===== config.mk =====
export PLATFORM = sky130hd
export DESIGN_NAME = fwd_hazard_ctrl
export DESIGN_NICKNAME = d
export VERILOG_FILES = /design/src/rtl/fwd_hazard_ctrl.sv
export SDC_FILE = /design/constraint.sdc
export NUM_CORES = 1
export LEC_CHECK = 0
export BUFFER_PORTS_ARGS = -buffer_cell sky130_fd_sc_hd__clkbuf_2
export CAP_MARGIN = 30
export CORE_MARGIN = 2
export CORE_UTILIZATION = 46
export DETAILED_ROUTE_END_ITERATION = 8
export PLACE_DENSITY = 0.82
export SYNTH_ARGS = -nofsm -noshare
export SYNTH_HDL_FRONTEND = slang
export SYNTH_SLANG_ARGS = --single-unit

===== constraint.sdc =====
create_clock -name clk -period 3.3 [get_ports clk]
set_clock_uncertainty 0.1 [all_clocks]
set_input_delay 0.165 -clock clk [delete_from_list [all_inputs] [get_ports clk]]
set_output_delay 0.165 -clock clk [all_outputs]
set_load 0.005 [all_outputs]

===== src/rtl/fwd_hazard_ctrl.sv =====
// Forwarding-select and load-use hazard controller, driven by a tag pipeline that tracks EX..EX+FWD_DEPTH.
// Optional saturating performance counters are enabled by defining HAZARD_PERF_EN.
module fwd_hazard_ctrl #(
    parameter int AW         = 5,
    parameter int NUM_SRC    = 2,
    parameter int FWD_DEPTH  = 2,
    parameter int LOAD_STAGE = 2,
    localparam int SELW      = $clog2(FWD_DEPTH + 1)
) (
    input  logic                    clk,
    input  logic                    rst,
    input  logic                    hold,
    input  logic                    flush,
    input  logic                    id_valid,
    input  logic [AW-1:0]           id_rd,
    input  logic                    id_reg_write,
    input  logic                    id_is_load,
    input  logic [NUM_SRC*AW-1:0]   id_rs,
    input  logic [NUM_SRC-1:0]      id_rs_used,
    output logic [NUM_SRC*SELW-1:0] fwd_sel,
    output logic                    load_use_stall,
    output logic [31:0]             perf_stall_cnt,
    output logic [31:0]             perf_fwd_cnt
);

    logic                    tag_valid_q [0:FWD_DEPTH];
    logic [AW-1:0]           tag_rd_q    [0:FWD_DEPTH];
    logic                    tag_we_q    [0:FWD_DEPTH];
    logic                    tag_ld_q    [0:FWD_DEPTH];
    logic [NUM_SRC*SELW-1:0] fwd_sel_q, fwd_sel_d;
    logic [NUM_SRC*SELW-1:0] cand_sel;
    logic [NUM_SRC-1:0]      src_stall;
    logic                    flush_eff;
    logic                    stall;
    logic                    issue;

    // Stages are scanned from oldest to youngest so the nearest producer overwrites older matches.
    always_comb begin
        cand_sel  = '0;
        src_stall = '0;
        for (int i = 0; i < NUM_SRC; i++) begin
            for (int k = FWD_DEPTH; k >= 0; k--) begin
                if (tag_valid_q[k] && tag_we_q[k] && (tag_rd_q[k] != '0) &&
                    (tag_rd_q[k] == id_rs[i*AW +: AW]) && id_rs_used[i]) begin
                    cand_sel[i*SELW +: SELW] = (k + 1 <= FWD_DEPTH) ? SELW'(k + 1) : '0;
                    src_stall[i]             = tag_ld_q[k] && (k + 1 < LOAD_STAGE);
                end
            end
        end
    end

    // A flush raised while frozen has no effect, so the stall stays visible during hold.
    always_comb begin
        flush_eff = flush & ~hold;
        stall     = id_valid & ~flush_eff & (|src_stall);
        issue     = id_valid & ~flush_eff & ~stall;
        fwd_sel_d = issue ? cand_sel : '0;
    end

    always_ff @(posedge clk or posedge rst) begin
        if (rst) begin
            for (int k = 0; k <= FWD_DEPTH; k++) begin
                tag_valid_q[k] <= 1'b0;
                tag_rd_q[k]    <= '0;
                tag_we_q[k]    <= 1'b0;
                tag_ld_q[k]    <= 1'b0;
            end
            fwd_sel_q <= '0;
        end else if (!hold) begin
            for (int k = FWD_DEPTH; k >= 1; k--) begin
                tag_valid_q[k] <= tag_valid_q[k-1];
                tag_rd_q[k]    <= tag_rd_q[k-1];
                tag_we_q[k]    <= tag_we_q[k-1];
                tag_ld_q[k]    <= tag_ld_q[k-1];
            end
            tag_valid_q[0] <= issue;
            tag_rd_q[0]    <= issue ? id_rd : '0;
            tag_we_q[0]    <= issue & id_reg_write;
            tag_ld_q[0]    <= issue & id_is_load;
            fwd_sel_q      <= fwd_sel_d;
        end
    end

    assign fwd_sel        = fwd_sel_q;
    assign load_use_stall = stall;

`ifdef HAZARD_PERF_EN
    logic [31:0] stall_cnt_q, stall_cnt_d;
    logic [31:0] fwd_cnt_q, fwd_cnt_d;

    always_comb begin
        stall_cnt_d = stall_cnt_q;
        fwd_cnt_d   = fwd_cnt_q;
        if (!hold) begin
            if (stall && (stall_cnt_q != 32'hFFFF_FFFF)) stall_cnt_d = stall_cnt_q + 32'd1;
            if (issue && (|cand_sel) && (fwd_cnt_q != 32'hFFFF_FFFF)) fwd_cnt_d = fwd_cnt_q + 32'd1;
        end
    end

    always_ff @(posedge clk or posedge rst) begin
        if (rst) begin
            stall_cnt_q <= '0;
            fwd_cnt_q   <= '0;
        end else begin
            stall_cnt_q <= stall_cnt_d;
            fwd_cnt_q   <= fwd_cnt_d;
        end
    end

    assign perf_stall_cnt = stall_cnt_q;
    assign perf_fwd_cnt   = fwd_cnt_q;
`else
    assign perf_stall_cnt = 32'd0;
    assign perf_fwd_cnt   = 32'd0;
`endif

endmodule


==> flow_summary.json <==
{
  "internal_power_w": 0.000343,
  "holdCritStartpoint": "id_rs_used[1]",
  "clock.fmax_ghz": 0.478,
  "initial_core_util": 0.491,
  "report.final.setup_viol": 0,
  "holdPathEnd": "fwd_sel[2]",
  "clkLatencyLatePin_ps": 300,
  "p_per_area_mw_per_mm2": 310,
  "fin_area_mm2": 0.00156,
  "fin_setup_tns_ps": 0,
  "clock_tree.buffer_depth": 2,
  "ys_seq_area_frac": 0.315,
  "n_antenna_cell": 0,
  "yosys.area_share.simple": 0.0902,
  "ys_dominant_reg_cell": "sky130_fd_sc_hd__dfrtp_1",
  "synth.cell_area_mm2": 0.00151,
  "power.clock.fraction": 0.238,
  "final-max-slew-violation-count": 0,
  "min_period_over_period": 0.633,
  "max-vdd-ir-drop_mv": 0.241,
  "synthXorXnorAreaFrac": 0.116,
  "grt_max_degree": 22,
  "end_kind": "primary output",
  "gp_congestion": 0.808,
  "post_synth_mux_area_share": 0.0522,
  "synth_edf_count": 0,
  "drt_iter0_markers": 11,
  "cts_repair_resize_count": 0,
  "dr_total_vias": 1027,
  "synth_top_family_by_area": "buffers and inverters",
  "drt_first_pass_iters": 4,
  "areaGrowthSynthToFinish_pct": 3.31,
  "whs_path_depth": 5,
  "slew-limit-headroom": 0.533,
  "die_area_mm2": 0.00376,
  "grtUsageTotal": 0.148,
  "cap_violations": 0,
  "status": "completed",
  "cts-buffers-inserted": 3,
  "overflow": 0,
  "antenna_left": 0,
  "drcViolationCount": 0,
  "cts_sinks": 19,
  "dpl_worst_slack_ps": 1520,
  "buffer_ports.inserted": 28,
  "synth-warning-count": 0,
  "worst_r2r_startpoint": "tag_rd_q[12]",
  "worstHoldPathType": "in2reg",
  "p_sw_w": 0.000142,
  "finalNetCount": 221,
  "totalWireLength_mm": 2.64,
  "io_pins": 93,
  "cp.required_ps": 3030,
  "synth_compound_area_frac": 0.0969,
  "wl_per_cell_um": 11.0,
  "unrepaired_setup_endpoints_after_global_routing": "false",
  "synth_area_leaders": "sky130_fd_sc_hd__buf_4 32%, sky130_fd_sc_hd__dfrtp_1 31%, sky130_fd_sc_hd__xnor2_1 12%",
  "crit_path_cell_trace": "xnor2_1 -> nand4_1 -> o22ai_1 -> o2111a_1 -> clkbuf_2",
  "cp_max_fo": 5,
  "netlist.area_leader.share": 0.318,
  "chipHeight_um": 61.3,
  "fin_ws_ps": 1210,
  "switching_share": 0.293,
  "core_region_area_mm2": 0.00308,
  "grt_pass1_vias": 951,
  "ctsHoldBuffers": 8,
  "synth.largest_area_cell": "sky130_fd_sc_hd__buf_4",
  "worst_r2r_endpoint": "tag_rd_q[13]",
  "worst-r2r-setup-slack_ps": 1470,
  "timing.reg2reg.worst_path_depth": 5,
  "criticalPathCategory": "reg2out",
  "num-fill-cells": 317,
  "combPwrFrac": 0.222,
  "cts_root_buf": "sky130_fd_sc_hd__clkbuf_4",
  "postCtsSetupRepairBufs": 0,
  "syn_inst": 159,
  "syn_avg_cell_area_um2": 9.51,
  "antenna_violations_before_repair": 0,
  "placement.cell_area_mm2": 0.00146,
  "timing.critical_path.arrival_ps": 1830,
  "vias_per_cell": 4.28,
  "clk_pin_slew_worst_paths_ps": 100,
  "tightest_slew_ps": 700,
  "ys_seq_elements": 19,
  "crit_path_start_kind": "flip-flop",
  "rows": 20,
  "count_of_different_cell_masters_after_synthesis": 23,
  "tritoncts": "done",
  "post_detail_place_hpwl_mm": 2.15,
  "fp.dieW_um": 61.3,
  "cp_slowest_cell": "sky130_fd_sc_hd__dfrtp_1",
  "post_synth_fa_ha_maj_area_fraction": 0,
  "synthArstFlopShare": 1.00,
  "crit_path_max_incr_delay_ps": 460,
  "final-hold-violation-count": 0,
  "power.leakage_nw": 0.793,
  "layout_cells_sized_above_1": 0.209,
  "cts-htree-levels": 1,
  "share_seq_of_total_power": 0.539,
  "finalWorstPathRequiredPeriod_ps": 2090,
  "grt_pass1_wl_mm": 4.14
}
## how the worst max path moves through the flow
stage / startpoint / to / slack, ps
global placement: tag_rd_q[12] / tag_rd_q[11] / 1570
CTS: tag_rd_q[11] / load_use_stall / 1210
floorplan: tag_rd_q[12] / tag_ld_q[2] / 1650
finish: tag_rd_q[10] / load_use_stall / 1210
global route: tag_rd_q[11] / load_use_stall / 1120
detailed placement: tag_rd_q[12] / tag_rd_q[13] / 1520
## layer usage
layer / track usage / wire length (µm)
met2: 0.277 / 1420
met3: 0.0168 / 201
met1: 0.168 / 989
met4: 0.0621 / 35
met5: 0 / 0
## cell families (layout without fill, tap and decap cells)
| logic type | Yosys count | after routing |
|---|---|---|
| XOR/XNOR | 20 | 20 |
| multiplexers | 7 | 7 |
| other | 1 | 64 |
| AND/OR/NAND/NOR | 28 | 28 |
| flip-flops | 19 | 19 |
| AO/OA/AOI/OAI | 16 | 16 |
| buffers and inverters | 68 | 42 |
## worst max-delay path, delay by kind of cell (launching register included)
kind	cells	cell delay, ps
AOI/OAI and AO/OA	2	590
xor gates and xnor gates	1	210
buffers and inverters	1	110
DFF	1	460
and+or+nand+nor	1	160
## placed cells by master, fill, tap and decap left out, drive strengths merged, types with 2 or more instances in the layout
| master | netlist | layout |
|---|---|---|
| nand2 | 11 | 11 |
| dfrtp | 19 | 19 |
| a22o | 7 | 7 |
| a32o | 2 | 2 |
| o31ai | 2 | 2 |
| clkbuf | 2 | 32 |
| conb | 1 | 64 |
| mux2 | 7 | 7 |
| nor2 | 6 | 6 |
| xnor2 | 20 | 20 |
| nand4 | 4 | 4 |
| inv | 2 | 2 |
| dlygate4sd3 | 0 | 8 |
| nand3 | 2 | 2 |
| nor3 | 3 | 3 |
## through the flow
step / instances / utilization / power, W / hold WS, ps
floorplan: 222 / - / 0.000388 / 16.1
detailed placement: 228 / 0.473 / 0.000364 / 196
global placement: 228 / 0.473 / 0.000362 / 191
global route: 240 / 0.507 / 0.000517 / 213
finish: 240 / 0.507 / 0.000484 / 174
CTS: 240 / 0.507 / 0.000487 / 160
## power by group through the flow
stage               sequential, W  clock [W]  combinational (W)
finish                   0.000261   0.000115           0.000108
global route             0.000264   0.000129           0.000124
CTS                      0.000261   0.000119           0.000106
detailed placement       0.000266          0          0.0000985
global placement         0.000265          0          0.0000966
floorplan                0.000261          0           0.000127
## final cells by class
cell class / instances / area, µm² / share of cell area
multi-input combinational: 135 / 777 / 0.498
sequential: 19 / 475 / 0.304
timing repair buffer: 36 / 220 / 0.141
tap: 44 / 55.1 / 0.0353
clock buffer: 4 / 26.3 / 0.0168
inverter: 2 / 7.51 / 0.00481
## synthesized netlist by cell type, types with 2 or more instances
library cell,instances
sky130_fd_sc_hd__o31ai_1,2
sky130_fd_sc_hd__nand3_1,2
sky130_fd_sc_hd__clkbuf_1,2
sky130_fd_sc_hd__a32o_1,2
sky130_fd_sc_hd__buf_4,64
sky130_fd_sc_hd__nor2_1,5
sky130_fd_sc_hd__a22o_1,7
sky130_fd_sc_hd__nor3_1,3
sky130_fd_sc_hd__xnor2_1,20
sky130_fd_sc_hd__inv_1,2
sky130_fd_sc_hd__mux2_2,7
sky130_fd_sc_hd__nand2_1,11
sky130_fd_sc_hd__dfrtp_1,19
sky130_fd_sc_hd__nand4_1,4
## state kept, by name, indices dropped and copies added (netlist names)
signal,cells
tag_ld_q,1
tag_valid_q,2
fwd_sel,4
tag_rd_q,10
tag_we_q,2
Power figures use the tool's default switching activity.
